**src/rtl/pipe_pkg.sv**
```systemverilog
// Shared definitions for the pipeline-register stages: default field widths,
// the skid-buffer state encoding and the packed payload-width helper.
package pipe_pkg;

  localparam int DEF_ALUOP_W  = 7;
  localparam int DEF_ALUSEL_W = 3;
  localparam int DEF_DATA_W   = 32;
  localparam int DEF_RADDR_W  = 5;

  typedef enum logic [1:0] {
    EMPTY = 2'd0,
    BUSY  = 2'd1,
    FULL  = 2'd2
  } pipe_state_e;

  function automatic int payload_w(input int aluop_w, input int alusel_w,
                                   input int data_w, input int raddr_w);
    return aluop_w + alusel_w + 2 * data_w + raddr_w + 1;
  endfunction

  localparam int DEF_PAYLOAD_W =
    payload_w(DEF_ALUOP_W, DEF_ALUSEL_W, DEF_DATA_W, DEF_RADDR_W);

endpackage

```
**src/rtl/pipe_skid_buf.sv**
```systemverilog
// Two-entry valid/ready skid buffer with registered upstream ready, synchronous
// flush and an all-zero payload whenever the output side is empty.
module pipe_skid_buf
  import pipe_pkg::*;
#(
  parameter int W = DEF_PAYLOAD_W
) (
  input  logic         clk,
  input  logic         rst_n,
  input  logic         i_flush,
  input  logic         i_valid,
  output logic         o_ready,
  input  logic [W-1:0] i_data,
  output logic         o_valid,
  input  logic         i_ready,
  output logic [W-1:0] o_data
);

  pipe_state_e  r_state, w_state_nxt;
  logic [W-1:0] r_main, r_skid, w_main_nxt, w_skid_nxt;
  logic         r_valid, r_ready;
  logic         w_accept, w_pop;

  assign w_accept = i_valid && r_ready;
  assign w_pop    = r_valid && i_ready;

  // NOTE: every output of this block gets a default first, so no path can infer a latch.
  always_comb begin
    w_state_nxt = r_state;
    w_main_nxt  = r_main;
    w_skid_nxt  = r_skid;
    if (i_flush) begin
      w_state_nxt = EMPTY;
      w_main_nxt  = '0;
      w_skid_nxt  = '0;
    end else begin
      case (r_state)
        EMPTY: begin
          if (w_accept) begin
            w_state_nxt = BUSY;
            w_main_nxt  = i_data;
          end
        end
        BUSY: begin
          if (w_accept && w_pop) begin
            w_main_nxt = i_data;
          end else if (w_accept) begin
            w_state_nxt = FULL;
            w_skid_nxt  = i_data;
          end else if (w_pop) begin
            w_state_nxt = EMPTY;
            w_main_nxt  = '0;
          end
        end
        FULL: begin
          if (w_pop) begin
            w_state_nxt = BUSY;
            w_main_nxt  = r_skid;
            w_skid_nxt  = '0;
          end
        end
        default: begin
          w_state_nxt = EMPTY;
          w_main_nxt  = '0;
          w_skid_nxt  = '0;
        end
      endcase
    end
  end

  // NOTE: the data entries are reset too, because an empty stage must present an
  // all-zero bubble; sequential state is written with non-blocking assignments only.
  always_ff @(posedge clk) begin
    if (!rst_n) begin
      r_state <= EMPTY;
      r_main  <= '0;
      r_skid  <= '0;
      r_valid <= 1'b0;
      r_ready <= 1'b1;
    end else begin
      r_state <= w_state_nxt;
      r_main  <= w_main_nxt;
      r_skid  <= w_skid_nxt;
      r_valid <= (w_state_nxt != EMPTY);
      r_ready <= (w_state_nxt != FULL);
    end
  end

  assign o_valid = r_valid;
  assign o_ready = r_ready;
  assign o_data  = r_main;

endmodule

```
**src/rtl/id_ex_pipe.sv**
```systemverilog
// ID/EX pipeline register: packs decode fields into a skid buffer and keeps a
// saturating count of cycles where decode was held off.
module id_ex_pipe
  import pipe_pkg::*;
#(
  parameter int ALUOP_W     = DEF_ALUOP_W,
  parameter int ALUSEL_W    = DEF_ALUSEL_W,
  parameter int DATA_W      = DEF_DATA_W,
  parameter int RADDR_W     = DEF_RADDR_W,
  parameter int STALL_CNT_W = 16
) (
  input  logic                   clk,
  input  logic                   rst_n,
  input  logic                   flush,
  input  logic                   id_valid,
  output logic                   id_ready,
  input  logic [ALUOP_W-1:0]     id_aluop,
  input  logic [ALUSEL_W-1:0]    id_alusel,
  input  logic [DATA_W-1:0]      id_reg1,
  input  logic [DATA_W-1:0]      id_reg2,
  input  logic [RADDR_W-1:0]     id_wd,
  input  logic                   id_wreg,
  output logic                   ex_valid,
  input  logic                   ex_ready,
  output logic [ALUOP_W-1:0]     ex_aluop,
  output logic [ALUSEL_W-1:0]    ex_alusel,
  output logic [DATA_W-1:0]      ex_reg1,
  output logic [DATA_W-1:0]      ex_reg2,
  output logic [RADDR_W-1:0]     ex_wd,
  output logic                   ex_wreg,
  output logic [STALL_CNT_W-1:0] stall_cnt
);

  localparam int PW = payload_w(ALUOP_W, ALUSEL_W, DATA_W, RADDR_W);

  logic [PW-1:0]          w_id_payload, w_ex_payload;
  logic                   w_id_ready;
  logic [STALL_CNT_W-1:0] r_stall_cnt;

  assign w_id_payload = {id_aluop, id_alusel, id_reg1, id_reg2, id_wd, id_wreg};

  pipe_skid_buf #(.W(PW)) u_skid (
    .clk     (clk),
    .rst_n   (rst_n),
    .i_flush (flush),
    .i_valid (id_valid),
    .o_ready (w_id_ready),
    .i_data  (w_id_payload),
    .o_valid (ex_valid),
    .i_ready (ex_ready),
    .o_data  (w_ex_payload)
  );

  assign {ex_aluop, ex_alusel, ex_reg1, ex_reg2, ex_wd, ex_wreg} = w_ex_payload;
  assign id_ready = w_id_ready;

  // Counts flush cycles too; only reset clears it.
  always_ff @(posedge clk) begin
    if (!rst_n) begin
      r_stall_cnt <= '0;
    end else if (id_valid && !w_id_ready && (r_stall_cnt != '1)) begin
      r_stall_cnt <= r_stall_cnt + {{(STALL_CNT_W-1){1'b0}}, 1'b1};
    end
  end

  assign stall_cnt = r_stall_cnt;

endmodule

```
**config.mk**
```make
export PLATFORM = sky130hd
export DESIGN_NAME = id_ex_pipe
export DESIGN_NICKNAME = d
export VERILOG_FILES = /design/src/rtl/pipe_pkg.sv /design/src/rtl/pipe_skid_buf.sv /design/src/rtl/id_ex_pipe.sv
export SDC_FILE = /design/constraint.sdc
export NUM_CORES = 1
export LEC_CHECK = 0
export BUFFER_PORTS_ARGS = -buffer_cell sky130_fd_sc_hd__buf_2
export CAP_MARGIN = 20
export CORE_MARGIN = 4
export CORE_UTILIZATION = 49
export CTS_CLUSTER_SIZE = 30
export DETAILED_ROUTE_END_ITERATION = 7
export GPL_ROUTABILITY_DRIVEN = 0
export PLACE_DENSITY = 0.76
export SYNTH_ARGS = -nofsm -noshare
export SYNTH_HDL_FRONTEND = slang
export SYNTH_SLANG_ARGS = --single-unit
```
**constraint.sdc**
```tcl
create_clock -name clk -period 1.63 [get_ports clk]
set_input_delay 0.163 -clock clk [delete_from_list [all_inputs] [get_ports clk]]
set_output_delay 0.163 -clock clk [all_outputs]
set_load 0.005 [all_outputs]
```
Yosys cells after proc, flatten, opt, wreduce, memory -nomap -nowiden
Cells that the tools add are included.
{"block": "op_classes", "add_sub_neg": 1, "eq_ne": 10, "n_mux": 15, "bitwise_logic": 2, "n_reduce_logical": 11}
{"operator": "2-to-1 mux 80 bit", "n": 6}
{"operator": "case mux 80 bit (3 select lines)", "n": 2}
{"operator": "adder 16 x 1 -> 16 bit (second input constant)", "n": 1}
{"operator": "!= test 16 bit (second input constant)", "n": 1}
{"operator": "2-to-1 mux 2 bit", "n": 6}
{"operator": "AND reduction 4 bit", "n": 2}
{"operator": "!= test 2 x 1 -> 1 bit (second input constant)", "n": 3}
{"operator": "case mux 2 bit (3 select lines)", "n": 1}
{"operator": "logical AND 1 bit", "n": 5}
{"operator": "!= test 2 bit (second input constant)", "n": 2}
{"operator": "!= test 3 x 1 -> 1 bit (second input constant)", "n": 1}
{"operator": "!= test 3 bit (second input constant)", "n": 1}
{"operator": "equality test 2 x 1 -> 1 bit (second input constant)", "n": 1}
{"operator": "equality test 2 bit (second input constant)", "n": 1}
{"operator": "zero test 2 bit", "n": 1}
{"operator": "NOT 1 bit", "n": 2}
{"operator": "nonzero test 2 bit", "n": 1}
{"operator": "OR reduction 2 bit", "n": 1}
{"operator": "zero test 1 bit", "n": 1}
{"block": "totals", "regBits": 180, "in_bits": 85, "output_inout_bits": 98}

Longest topological paths before layout
Gate-level depths: netlist of run 1.
{"block": "logic_depth", "word_depth": 7, "ltp_mapped": 7, "depth_no_buf": 5}

Hierarchy
A second synthesis of run 1 with hierarchy kept.
{"block": "unflattened", "cells_unflattened": 1050, "hier_area_um2": 9663.0}
{"module": "pipe_skid_buf", "instances": 1, "cells_each": 952, "area_per_inst_um2": 8816.0, "seq_area_each_um2": 3283.1}
{"module": "id_ex_pipe", "instances": 1, "cells_each": 98, "area_per_inst_um2": 847.1, "seq_area_each_um2": 320.3}

Least setup slack after synthesis of run 1
OpenSTA, ideal clock, no wires.
{"block": "synth_path", "path_kind": "reg-to-reg", "from": "register u_skid.r_state[1]", "to": "register u_skid.r_main[24] (netlist: u_skid.o_data[24])", "setup_time_ps": 70, "t_arrival_ps": 1538, "t_required_ps": 1560, "setup_slack_ps": 21, "stages_incl_launch_ff": 8, "n_path_buf": 3, "period_less_slack_ps": 1609, "cell_sequence": "dfxtp_1 buf_4 and3b_1 buf_6 o32ai_4 buf_6 nand2_1 a21oi_1"}
{"block": "synth_via", "elab_chain_len": 3, "word_cells_on_any_way": 9, "cone_classes": "6 x eq/ne; 1 x mux; 2 x reduce/logical"}
{"element": "start, declared", "line_no": "pipe_skid_buf.sv:19", "text": "pipe_state_e r_state, w_state_nxt;"}
{"element": "start signal, assigned", "line_no": "pipe_skid_buf.sv:81", "text": "r_state <= w_state_nxt;"}
{"element": "equality test 2 x 1 -> 1 bit, or another cell as far along", "line_no": "pipe_skid_buf.sv:37", "text": "case (r_state)"}
{"element": "!= test 3 bit (no line), or another cell as far along"}
{"element": "AND reduction 4 bit (no line)"}
{"element": "end signal, assigned", "line_no": "pipe_skid_buf.sv:82", "text": "r_main <= w_main_nxt;"}
{"element": "end, declared", "line_no": "pipe_skid_buf.sv:20", "text": "logic [W-1:0] r_main, r_skid, w_main_nxt, w_skid_nxt;"}
Parallel ways exist; a longest one is shown, timed or not.
A chain may end at the register's enable or synchronous reset.

Worst setup path after layout of run 1
{"block": "layout_path", "from": "register u_skid.r_valid (netlist: u_skid.o_valid)", "to": "register u_skid.r_main[24] (netlist: u_skid.o_data[24])"}
{"block": "layout_via", "elab_chain_len": 4, "word_cells_on_any_way": 8, "cone_classes": "3 x eq/ne; 2 x mux; 3 x reduce/logical"}
{"element": "start, declared", "line_no": "pipe_skid_buf.sv:21", "text": "logic r_valid, r_ready;"}
{"element": "start signal, assigned", "line_no": "pipe_skid_buf.sv:84", "text": "r_valid <= (w_state_nxt != EMPTY);"}
{"element": "logical AND 1 bit (*)", "line_no": "pipe_skid_buf.sv:25", "text": "assign w_pop = r_valid && i_ready;"}
{"element": "logical AND 1 bit", "line_no": "pipe_skid_buf.sv:45", "text": "if (w_accept && w_pop) begin"}
{"element": "!= test 3 bit (no line), or another cell as far along"}
{"element": "AND reduction 4 bit (no line) / case mux 80 bit (3 select lines) (equally long branches)"}
Mark *: on every way between the ends. The rest lies on a longest branch, timed or not.

==> PnR_summary.wiki, run 1 <==
{| class="wikitable"
! Metric !! Value
|-
| Arrival time at the worst endpoint || 1.98 ns
|-
| Num Clock Sinks || between 150 and 200
|-
| Maximum fanout along the worst path || 11
|-
| Register-to-register path setup slack || between 0.01 and 0.015 ns
|-
| I/O pin count || approximately 180
|-
| Startpoint of the most critical hold path || id_reg1[8]
|-
| Number of warnings issued by yosys || 0
|-
| Path type of the worst min-delay path || in -> reg
|-
| Commonest cells after routing, fill and taps aside || sky130_fd_sc_hd__a21oi_1, sky130_fd_sc_hd__buf_2, sky130_fd_sc_hd__dfxtp_1, sky130_fd_sc_hd__nand2_1, sky130_fd_sc_hd__o21ai_0
|-
| Global-route wire length before repair || 41250 um
|-
| Netlist area before placement || ~8400 sq um
|-
| Cell row count || 47
|-
| Maximum ir drop on the vdd rail || 813.0 uV
|-
| Routed WL per cell || 18.84 um
|-
| Critical path endpoint category || flip-flop
|-
| Area overhead of the layout relative to synthesis || 26.53%
|-
| Total area of multi-input combinational cells || roughly 4300 sq um
|-
| Die height || about 140 um
|-
| Sequential Area || 3610 sq um
|-
| Iteration-0 DRC count of the detailed router || 951
|-
| Ratio of cells with drive above 1 in the final layout || between 20% and 30%
|-
| Cell taking the most area after synthesis || sky130_fd_sc_hd__dfxtp_1
|-
| Number of enable flip-flop cells after synthesis || 0
|-
| Setup violation total in the final timing report || 0
|-
| Total global-route track usage || 25.45%
|-
| Share of the clock period used by the worst path || 99.12%
|-
| Worst setup path startpoint || u_skid.o_valid
|-
| Synthesized Nets || 1127
|-
| Mean number of vias per cell || ~6.2
|-
| Total clock buffers created by CTS || 17
|-
| Maximum number of pins on one net before global-route repair || 67
|-
| Filler cell count in the final layout || 1392
|-
| Flip-flop and latch count after synthesis || 180
|-
| Top cell type's share of synthesized area || 43.09%
|-
| Clock latency on the worst-skew pair || 0.44 ns
|-
| Clock slew at the register clock pins of the worst setup and hold paths || 0.07 ns
|-
| Number of nets still failing antenna checks after routing || 0
|-
| Cells traversed along the worst timing path || and3_4, o32ai_4, buf_6, clkbuf_16, nand2_1, a21oi_1
|-
| Total design power || 10.43 mW
|-
| Post-synthesis cell type count || 40
|-
| Die width || roughly 140 um
|-
| Hold-fix buffers at CTS || 0
|-
| Most common library cell in the layout ignoring fill and taps || sky130_fd_sc_hd__a21oi_1
|-
| Count of mapped cells out of synthesis || 1041
|-
| Post-layout instance area || 10580 sq um
|-
| Residual DRC count || 0
|-
| Critical Path Source Type || flip-flop
|-
| Deepest clock path buffer count || 2
|-
| Pwr per Cell Area || 985.6 nW/um^2
|-
| Drt first pass iters || 5
|-
| Category of the critical setup timing path || reg -> reg
|-
| Starting utilization of the core area || 50.25%
|-
| Cell at the root of the clock tree || sky130_fd_sc_hd__clkbuf_16
|-
| Core Area || 16640 sq um
|-
| Achievable clock frequency || approximately 620 MHz
|-
| Outcome || complete, no violations
|-
| Sequential share of the synthesized area || a little over two fifths
|-
| Routed vias || 8779
|-
| Aggregate global routing overflow || 0
|-
| Largest cells by area after synthesis || sky130_fd_sc_hd__dfxtp_1, sky130_fd_sc_hd__a21oi_1, sky130_fd_sc_hd__nand4_1
|-
| Core utilization of the finished layout || 63.58%
|-
| Min cycle time layout || between 1.5 and 2 ns
|-
| Count of non-filler cells in the finished layout || 1419
|-
| Count of endpoints failing hold in the final timing report || 0
|-
| Static leakage || 4.088 nW
|-
| Floorplan die area || about 19000 sq um
|-
| Final layout net count || between 1k and 1.5k
|-
| # placed instances || 1378
|-
| Number of antenna violations at the first check in global routing || 2
|-
| Post-synth top flop || sky130_fd_sc_hd__dfxtp_1
|-
| Slew headroom || between 70% and 80%
|-
| Number of I/O port buffers || 182
|-
| Max cap viols || 0
|-
| Level count of the clock H-tree || 4
|-
| Number of slew-limit violations in the final report || 0
|-
| Placement-stage cell area || slightly below 10000 sq um
|-
| Tightest Pin Transition || 0.4448 ns
|-
| DPL Wire Length || 15990 um
|-
| Clock Skews || 0.008488 ns
|-
| ANT cells || 0
|-
| Critical register-to-register path startpoint || u_skid.o_valid
|-
| Share of synthesized registers carrying an async set or reset || 0%
|-
| Slowest stage delay, CP || 0.38 ns
|-
| Clock tree from TritonCTS || built
|-
| Library cell contributing the largest single delay on the critical path || sky130_fd_sc_hd__dfxtp_1
|-
| Total Neg Setup Slack || 0 ns
|-
| Vias in the first global route || 8067
|-
| Data required, critical path || 1.99 ns
|-
| Total wire length after detailed routing || 26740 um
|-
| Synthesized area per cell || 8.034 sq um
|}
[worst paths after layout]
check / end / depth (start not counted)
max: u_skid.o_data[24] / 6
min: u_skid.r_skid[46] / 3
max reg2reg: u_skid.o_data[24] / 6
min reg2reg: u_skid.o_data[8] / 2
[report_power, final]
part | switching (mW) | total (mW) | internal (mW)
clock | 1.77 | 4.60 | 2.83
combinational | 0.764 | 1.29 | 0.528
sequential | 0.0556 | 4.54 | 4.49
total | 2.59 | 10.4 | 7.84
[layout make-up]
type                            count  area share (%)
Multi-Input combinational cell    743           41.00
Sequential cell                   180           34.11
Timing Repair Buffer              241           15.82
Clock buffer                       22           4.777
Tap cell                          220           2.601
Clock inverter                     10           1.584
Inverter                            3          0.1064
[cell usage after synthesis, types with 7 or more instances]
master / number
sky130_fd_sc_hd__clkbuf_1: 101
sky130_fd_sc_hd__a21oi_1: 213
sky130_fd_sc_hd__a2bb2oi_1: 41
sky130_fd_sc_hd__o21ai_0: 88
sky130_fd_sc_hd__nor2_1: 7
sky130_fd_sc_hd__nand4_1: 87
sky130_fd_sc_hd__dfxtp_1: 180
sky130_fd_sc_hd__a22oi_1: 41
sky130_fd_sc_hd__o22ai_1: 39
sky130_fd_sc_hd__and2_1: 41
sky130_fd_sc_hd__buf_6: 9
sky130_fd_sc_hd__nand2b_1: 46
sky130_fd_sc_hd__nand2_1: 96
[repair_timing]
item                       in CTS  in global routing
cloned                          0                  6
pin swaps                       0                  2
setup endpoints to repair       2                119
resized for setup               2                 15
setup buffers                   0                  3
[registers in the layout, summed over array words and instances (netlist names)]
signal          flops
u_skid.r_skid      80
u_skid.o_ready      1
u_skid.o_data      80
stall_cnt          16
u_skid.r_state      2
u_skid.o_valid      1
[critical path: cells and delay by family (launching register included)]
kind                   cells  cell delay, ns
buffers and inverters      2            0.41
AND/OR/NAND/NOR            2            0.32
AO/OA/AOI/OAI              2            0.43
flip-flops                 1            0.38
[cell families (layout without fill, tap and decap cells)]
family,after synthesis,in the layout,share of synthesized area (%)
buf+inv,118,276,6.194
compound gates,436,436,30.58
fa+ha+maj,1,1,0.1496
mux,4,4,0.4788
simple gates,302,302,19.51
flops,180,180,43.09
[metal layers]
metal	up-vias	share of wire [%]	GRT usage [%]	wire, um
li1	4127	-	-	-
met5	-	0.097	0	26
met1	4191	42	33.56	11340
met2	407	47	41.37	12510
met4	4	2.2	7.724	590
met3	50	8.5	6.448	2268
[metrics by stage]
step,worst slack [ns],hold slack (ns)
6_report,0.01433,0.01540
5_1_grt,-0.02856,0.01999
4_1_cts,0.007593,0.007184
3_5_place_dp,-0.001178,0.4410
3_3_place_gp,0.03917,0.4365
2_1_floorplan,0.02130,0.3416
(Power assumes the default switching activity.)
==> run 2, diff against run 1 <==
Settings changed: RECOVER_POWER set to 100.
==> run 2 against run 1 <==
Net effect: count of clock-buffer cells in the layout unchanged; sequential cell count unchanged; sequential power about the same; clock power about the same; utilization down 0.61 points; total power down 0.21%; global-route usage unchanged; register-to-register slack about the same; critical endpoint unchanged; largest cell class unchanged.
==> PnR_summary.wiki, run 2 (synthesized netlist as in run 1, its figures left out) <==
{| class="wikitable"
! Metric !! Value
|-
| Maximum number of pins on one net before global-route repair || 67 (unchanged)
|-
| Final setup slack of the worst path || 0.02262 ns (was 0.01433 ns)
|-
| Total design power || 10.41 mW (was 10.43 mW)
|-
| Internal power summed over all cells || 7.826 mW (was 7.842 mW)
|-
| Floorplan die area || 19220 sq um (unchanged)
|-
| Critical path endpoint category || flip-flop (unchanged)
|-
| Core utilization of the finished layout || 62.97% (was 63.58%)
|-
| Final hold slack || 0.01780 ns (was 0.01540 ns)
|-
| Placement-stage cell area || 9696 sq um (unchanged)
|-
| Clock latency on the worst-skew pair || 0.43 ns (was 0.44 ns)
|-
| DPL Wire Length || 15990 um (unchanged)
|-
| Final layout net count || 1272 (unchanged)
|-
| Deepest clock path buffer count || 2 (unchanged)
|-
| Routed vias || 8796 (was 8779)
|-
| Net load switching power || 2.582 mW (was 2.588 mW)
|-
| Post-layout instance area || 10480 sq um (was 10580 sq um)
|-
| Switching power as a share of total power || 24.81% (about the same)
|-
| Minimum setup slack after placement || -0.001178 ns (unchanged)
|-
| Setup violation total in the final timing report || 0 (unchanged)
|-
| Min cycle time layout || 1.607 ns (was 1.616 ns)
|-
| Num Clock Sinks || 180 (unchanged)
|-
| Cell at the root of the clock tree || sky130_fd_sc_hd__clkbuf_16 (unchanged)
|-
| Max cap viols || 0 (unchanged)
|-
| Number of antenna violations at the first check in global routing || 2 (unchanged)
|-
| Slew headroom || 70.17% (was 70.35%)
|-
| Ratio of cells with drive above 1 in the final layout || 19.77% (was 24.77%)
|-
| Data required, critical path || 1.99 ns (about the same)
|-
| Vias in the first global route || 8067 (unchanged)
|-
| Area overhead of the layout relative to synthesis || 25.31% (was 26.53%)
|-
| Number of I/O port buffers || 182 (unchanged)
|-
| Commonest cells after routing, fill and taps aside || sky130_fd_sc_hd__a21oi_1, sky130_fd_sc_hd__dfxtp_1, sky130_fd_sc_hd__buf_2, sky130_fd_sc_hd__nand2_1, sky130_fd_sc_hd__o21ai_0 (was sky130_fd_sc_hd__a21oi_1, sky130_fd_sc_hd__buf_2, sky130_fd_sc_hd__dfxtp_1, sky130_fd_sc_hd__nand2_1, sky130_fd_sc_hd__o21ai_0)
|-
| Level count of the clock H-tree || 4 (unchanged)
|-
| Maximum fanout along the worst path || 11 (unchanged)
|-
| Iteration-0 DRC count of the detailed router || 940 (was 951)
|-
| Most common library cell in the layout ignoring fill and taps || sky130_fd_sc_hd__a21oi_1 (unchanged)
|-
| Total clock buffers created by CTS || 17 (unchanged)
|-
| Residual DRC count || 0 (unchanged)
|-
| Core Area || 16640 sq um (unchanged)
|-
| Path type of the worst min-delay path || in -> reg (unchanged)
|-
| Tightest Pin Transition || 0.4474 ns (was 0.4448 ns)
|-
| Outcome || complete, no violations (unchanged)
|-
| Total area of multi-input combinational cells || 4338 sq um (unchanged)
|-
| Hold-fix buffers at CTS || 0 (unchanged)
|-
| Clock tree from TritonCTS || built (unchanged)
|-
| Total wire length after detailed routing || 26810 um (was 26740 um)
|-
| Cell row count || 47 (unchanged)
|-
| Routed WL per cell || 18.88 um (was 18.84 um)
|-
| Comb power frac || 12.2% (was 12.4%)
|-
| Static leakage || 3.828 nW (was 4.088 nW)
|-
| Die height || 138.6 um (unchanged)
|-
| Aggregate global routing overflow || 0 (unchanged)
|-
| Share of the clock period used by the worst path || 98.61% (was 99.12%)
|-
| Count of endpoints failing hold in the final timing report || 0 (unchanged)
|-
| Filler cell count in the final layout || 1438 (was 1392)
|-
| Number of slew-limit violations in the final report || 0 (unchanged)
|-
| Arrival time at the worst endpoint || 1.97 ns (was 1.98 ns)
|-
| Clock Skews || 0.006059 ns (was 0.008488 ns)
|-
| Sequential share of power || 43.7% (was 43.5%)
|-
| Starting utilization of the core area || 50.25% (unchanged)
|-
| Clock share of power || 44.1% (about the same)
|-
| Maximum ir drop on the vdd rail || 808.4 uV (was 813.0 uV)
|-
| Achievable clock frequency || 622.1 MHz (was 618.9 MHz)
|-
| Drt first pass iters || 5 (unchanged)
|-
| Global-route wire length before repair || 41250 um (unchanged)
|-
| Critical Path Source Type || flip-flop (unchanged)
|-
| Category of the critical setup timing path || reg -> reg (unchanged)
|-
| I/O pin count || 183 (unchanged)
|-
| Number of nets still failing antenna checks after routing || 0 (unchanged)
|-
| Sequential Area || 3610 sq um (unchanged)
|-
| Clock slew at the register clock pins of the worst setup and hold paths || 0.06 ns (was 0.07 ns)
|-
| Total global-route track usage || 25.45% (unchanged)
|-
| Mean number of vias per cell || 6.194 (was 6.187)
|-
| Die width || 138.6 um (unchanged)
|-
| Pwr per Cell Area || 993.1 nW/um^2 (was 985.6 nW/um^2)
|}
==> run 2: cell count changes in the layout (fill, tap and decap cells not counted), sizes merged <==
cell / previous run / this run
buf: 235 / 176
clkbuf: 28 / 87
diode: 0 / 1
==> run 2: power groups by stage <==
stage	Sequential (mW)	Clock, mW	Combinational, mW
CTS	4.54	4.63	1.17
detailed placement	4.64	0	1.16
global route	4.55	4.83	1.38
global placement	4.64	0	1.15
finish	4.54	4.59	1.27
floorplan	4.63	0	0.684
==> run 2: path summary, 6_finish.rpt <==
kind	startpoint	to	slack, ns	cells after the start
setup reg to reg	u_skid.o_valid	u_skid.o_data[24]	0.02	6
hold reg to reg	u_skid.o_data[68]	u_skid.o_data[68]	0.45	2
setup / recovery	u_skid.o_valid	u_skid.o_data[24]	0.02	6
hold / removal	id_reg2[31]	u_skid.r_skid[37]	0.02	3
==> run 2: per-stage QoR <==
step           setup TNS (ns)  instances
2_1_floorplan               0       1041
3_5_place_dp        -0.001178       1378
4_1_cts                     0       1410
5_1_grt              -0.03251       1419
3_3_place_gp                0       1378
6_report                    0       1420
==> run 2: worst max-delay path: stages (launching register included) <==
cell and delay (ns):
sky130_fd_sc_hd__dfxtp_1 0.38, sky130_fd_sc_hd__and3_4 0.24, sky130_fd_sc_hd__o32ai_4 0.28, sky130_fd_sc_hd__buf_6 0.21, sky130_fd_sc_hd__clkbuf_16 0.20, sky130_fd_sc_hd__nand2_1 0.08, sky130_fd_sc_hd__a21oi_1 0.15
==> run 2: repair_timing <==
| action | in CTS | in global routing |
|---|---|---|
| gates cloned | 0 | 6 |
| pin swaps | 0 | 2 |
| gates resized for setup | 2 | 15 |
| setup endpoints to repair | 2 | 119 |
| setup buffers | 0 | 3 |
| endpoints found under the hold margin | 0 | 0 |
==> run 2: routing by layer <==
metal,share of wire (%),wire (um),vias up,track usage [%]
met5,0.097,26,-,0
met4,1.8,488,4,7.724
met3,8.6,2312,41,6.448
met2,47,12660,417,41.37
met1,42,11310,4207,33.56
li1,-,-,4127,-
==> run 2: layout make-up <==
cell class	instances	share of cell area (%)
Antenna cell	1	0.02388
Clock buffer	22	4.823
Clock inverter	10	1.600
Inverter	3	0.1074
Multi-Input combinational cell	743	41.39
Sequential cell	180	34.44
Tap cell	220	2.627
Timing Repair Buffer	241	14.98
==> run 3, diff against run 2 <==
Settings changed: ABC_AREA set to 1.
==> run 3 against run 2 <==
Net effect: design area decreased by 3.0%; global-route usage decreased by 0.84 points; critical path depth increased by 2; sequential power increased by 1%; critical endpoint is now u_skid.o_data[32]; clock power decreased by 9.8%; area after synthesis increased by 0.30%; via count decreased by 0.72%; count of clock-buffer cells in the layout decreased by 1; non-clock buffer count decreased by 20; first-iteration DRC count decreased by 34%; die area increased by 0.28%; cell count increased by 13%.
==> PnR_summary.wiki, run 3 <==
{| class="wikitable"
! Metric !! Value
|-
| Maximum number of pins on one net before global-route repair || 57 (was 67)
|-
| Netlist area before placement || 8388 sq um (was 8363 sq um)
|-
| Level count of the clock H-tree || 4 (unchanged)
|-
| Static leakage || 4.255 nW (was 3.828 nW)
|-
| Total clock buffers created by CTS || 17 (unchanged)
|-
| Sequential Area || 3606 sq um (was 3610 sq um)
|-
| Total global-route track usage || 24.61% (was 25.45%)
|-
| Final setup slack of the worst path || 0.09154 ns (was 0.02262 ns)
|-
| Cell row count || 47 (unchanged)
|-
| Largest cells by area after synthesis || sky130_fd_sc_hd__dfxtp_1, sky130_fd_sc_hd__nand2_1, sky130_fd_sc_hd__a21oi_1 (was sky130_fd_sc_hd__dfxtp_1, sky130_fd_sc_hd__a21oi_1, sky130_fd_sc_hd__nand4_1)
|-
| Slowest stage delay, CP || 0.36 ns (was 0.38 ns)
|-
| Cell at the root of the clock tree || sky130_fd_sc_hd__clkbuf_16 (unchanged)
|-
| Synth cell count leaders || sky130_fd_sc_hd__nand2_1, sky130_fd_sc_hd__dfxtp_1, sky130_fd_sc_hd__nor2_1 (was sky130_fd_sc_hd__a21oi_1, sky130_fd_sc_hd__dfxtp_1, sky130_fd_sc_hd__clkbuf_1)
|-
| # placed instances || 1580 (was 1378)
|-
| Total wire length after detailed routing || 24780 um (was 26810 um)
|-
| Minimum setup slack after placement || -0.05700 ns (was -0.001178 ns)
|-
| Share of synthesized registers carrying an async set or reset || 0% (unchanged)
|-
| Number of enable flip-flop cells after synthesis || 0 (unchanged)
|-
| Count of endpoints failing hold in the final timing report || 0 (unchanged)
|-
| Post-synthesis cell type count || 31 (was 40)
|-
| Top cell type's share of synthesized area || 42.96% (was 43.09%)
|-
| Routed WL per cell || 15.38 um (was 18.88 um)
|-
| Arrival time at the worst endpoint || 1.88 ns (was 1.97 ns)
|-
| Global-route wire length before repair || 39790 um (was 41250 um)
|-
| Total design power || 10.00 mW (was 10.41 mW)
|-
| Post-synth top flop || sky130_fd_sc_hd__dfxtp_1 (unchanged)
|-
| Path type of the worst min-delay path || in -> reg (unchanged)
|-
| Library cell contributing the largest single delay on the critical path || sky130_fd_sc_hd__dfxtp_2 (was sky130_fd_sc_hd__dfxtp_1)
|-
| Clock Skews || 0.008443 ns (was 0.006059 ns)
|-
| Count of non-filler cells in the finished layout || 1611 (was 1420)
|-
| Data required, critical path || 1.98 ns (was 1.99 ns)
|-
| Maximum ir drop on the vdd rail || 809.6 uV (was 808.4 uV)
|-
| Residual DRC count || 0 (unchanged)
|-
| Dominant cell by count in the synthesized netlist || sky130_fd_sc_hd__nand2_1 (was sky130_fd_sc_hd__a21oi_1)
|-
| Synthesized area per cell || 6.831 sq um (was 8.034 sq um)
|-
| I/O pin count || 183 (unchanged)
|-
| Floorplan die area || 19280 sq um (was 19220 sq um)
|-
| Flip-flop and latch count after synthesis || 180 (unchanged)
|-
| Total area of multi-input combinational cells || 4139 sq um (was 4338 sq um)
|-
| Family with the most delay on the worst path || buffers and inverters (was compound AO/OA/AOI/OAI gates)
|-
| Number of antenna violations at the first check in global routing || 5 (was 2)
|-
| Starting utilization of the core area || 50.22% (was 50.25%)
|-
| Sequential share of the synthesized area || 42.96% (was 43.09%)
|-
| Mean number of vias per cell || 5.421 (was 6.194)
|-
| Setup repair after global routing missed its margin || yes
|-
| Number of warnings issued by yosys || 0 (unchanged)
|-
| Ratio of cells with drive above 1 in the final layout || 17.21% (was 19.77%)
|-
| Iteration-0 DRC count of the detailed router || 621 (was 940)
|-
| Min cycle time layout || 1.538 ns (was 1.607 ns)
|-
| Category of the critical setup timing path || reg -> reg (unchanged)
|-
| Register-to-register path setup slack || 0.09 ns (was 0.02 ns)
|-
| Core Area || 16700 sq um (was 16640 sq um)
|-
| Critical path endpoint category || flip-flop (unchanged)
|-
| Commonest cells after routing, fill and taps aside || sky130_fd_sc_hd__nand2_1, sky130_fd_sc_hd__dfxtp_1, sky130_fd_sc_hd__nor2_1, sky130_fd_sc_hd__buf_2, sky130_fd_sc_hd__a21oi_1 (was sky130_fd_sc_hd__a21oi_1, sky130_fd_sc_hd__dfxtp_1, sky130_fd_sc_hd__buf_2, sky130_fd_sc_hd__nand2_1, sky130_fd_sc_hd__o21ai_0)
|-
| Setup violation total in the final timing report || 0 (unchanged)
|-
| Tightest Pin Transition || 0.5784 ns (was 0.4474 ns)
|-
| Number of I/O port buffers || 182 (unchanged)
|-
| Max cap viols || 0 (unchanged)
|-
| Filler cell count in the final layout || 1573 (was 1438)
|-
| DPL Wire Length || 15990 um (about the same)
|-
| Cell taking the most area after synthesis || sky130_fd_sc_hd__dfxtp_1 (unchanged)
|-
| Area overhead of the layout relative to synthesis || 21.21% (was 25.31%)
|-
| Crit path buf inv count || 2 (unchanged)
|-
| Clock slew at the register clock pins of the worst setup and hold paths || 0.07 ns (was 0.06 ns)
|-
| Critical Path Source Type || flip-flop (unchanged)
|-
| Outcome || complete, no violations (unchanged)
|-
| Pwr per Cell Area || 983.6 nW/um^2 (was 993.1 nW/um^2)
|-
| Number of slew-limit violations in the final report || 0 (unchanged)
|-
| Post-layout instance area || 10170 sq um (was 10480 sq um)
|-
| Count of mapped cells out of synthesis || 1228 (was 1041)
|-
| Routed vias || 8733 (was 8796)
|-
| Aggregate global routing overflow || 0 (unchanged)
|-
| Number of nets still failing antenna checks after routing || 0 (unchanged)
|-
| Cells traversed along the worst timing path || inv_2, nand2_4, nand2_1, o21ai_2, nand2_4, buf_4, nand2_1, a21oi_1 (was and3_4, o32ai_4, buf_6, clkbuf_16, nand2_1, a21oi_1)
|-
| Maximum fanout along the worst path || 25 (was 11)
|-
| Clock tree from TritonCTS || built (unchanged)
|-
| Drt first pass iters || 6 (was 5)
|-
| Synthesized Nets || 1314 (was 1127)
|-
| Vias in the first global route || 8028 (was 8067)
|-
| Hold-fix buffers at CTS || 0 (unchanged)
|-
| Deepest clock path buffer count || 2 (unchanged)
|-
| Slew headroom || 61.35% (was 70.17%)
|-
| Share of the clock period used by the worst path || 94.38% (was 98.61%)
|-
| Die height || 138.8 um (was 138.6 um)
|-
| Achievable clock frequency || 650.0 MHz (was 622.1 MHz)
|-
| Number of post-CTS setup repair buffers || 0 (unchanged)
|-
| Clock latency on the worst-skew pair || 0.43 ns (about the same)
|-
| Final layout net count || 1468 (was 1272)
|-
| Die width || 138.8 um (was 138.6 um)
|-
| Num Clock Sinks || 180 (unchanged)
|-
| Most common library cell in the layout ignoring fill and taps || sky130_fd_sc_hd__nand2_1 (was sky130_fd_sc_hd__a21oi_1)
|-
| Placement-stage cell area || 9575 sq um (was 9696 sq um)
|}
run 3: worst register-to-register path, delay by kind of cell, from the launching register on:
| kind | cells | cell delay, ns |
|---|---|---|
| buf+inv | 2 | 0.45 |
| simple gates | 4 | 0.41 |
| compound gates | 2 | 0.24 |
| flops | 1 | 0.36 |
run 3: logic make-up after synthesis:
logic type	after synthesis	share of synthesized area [%]
simple gates	607	29.03
compound gates	282	18.78
flops	180	42.96
buf+inv	151	8.353
xor+xnor	7	0.7309
fa+ha+maj	1	0.1491
run 3: final timing paths:
| check | depth (start not counted) | end | start |
|---|---|---|---|
| hold reg to reg | 2 | u_skid.o_data[51] | u_skid.o_data[51] |
| hold / removal | 3 | u_skid.r_skid[18] | id_reg2[12] |
| setup / recovery | 8 | u_skid.o_data[32] | u_skid.r_state[0] |
| setup reg to reg | 8 | u_skid.o_data[32] | u_skid.r_state[0] |
run 3: metrics by stage:
| stage | util [%] | setup TNS, ns | hold slack [ns] |
|---|---|---|---|
| 2_1_floorplan | - | 0 | 0.2834 |
| 5_1_grt | 60.88 | -0.0001401 | 0.01813 |
| 3_3_place_gp | 57.33 | 0 | 0.4486 |
| 6_report | 60.88 | 0 | 0.01617 |
| 3_5_place_dp | 57.33 | -0.1902 | 0.4512 |
| 4_1_cts | 60.92 | 0 | 0.006412 |
run 3: layer usage:
metal	GRT usage, %	share of wire, %
met5	0	0.15
met2	38.81	45
met4	8.908	2.3
met3	6.310	8.8
met1	32.73	43
run 3: layout make-up:
cell class              instances  share of cell area, %
well taps                     220                  2.707
clock buffers                  21                  4.726
multi-input cells             899                  40.71
clock inverters                 5                  1.009
flip-flops and latches        180                  35.47
inverters                      63                  2.412
repair buffers                221                  12.92
diodes                          2                0.04922
run 3: power breakdown:
group          total [mW]  internal [mW]  switching [mW]
sequential           4.60           4.53          0.0746
clock                4.14           2.52            1.62
combinational        1.25          0.451           0.802
run 3: repair_timing:
item                                    CTS  global route
gates resized for setup                   2             8
gates cloned                              1             2
pin swaps                                 1             1
endpoints found under the setup margin   22            18
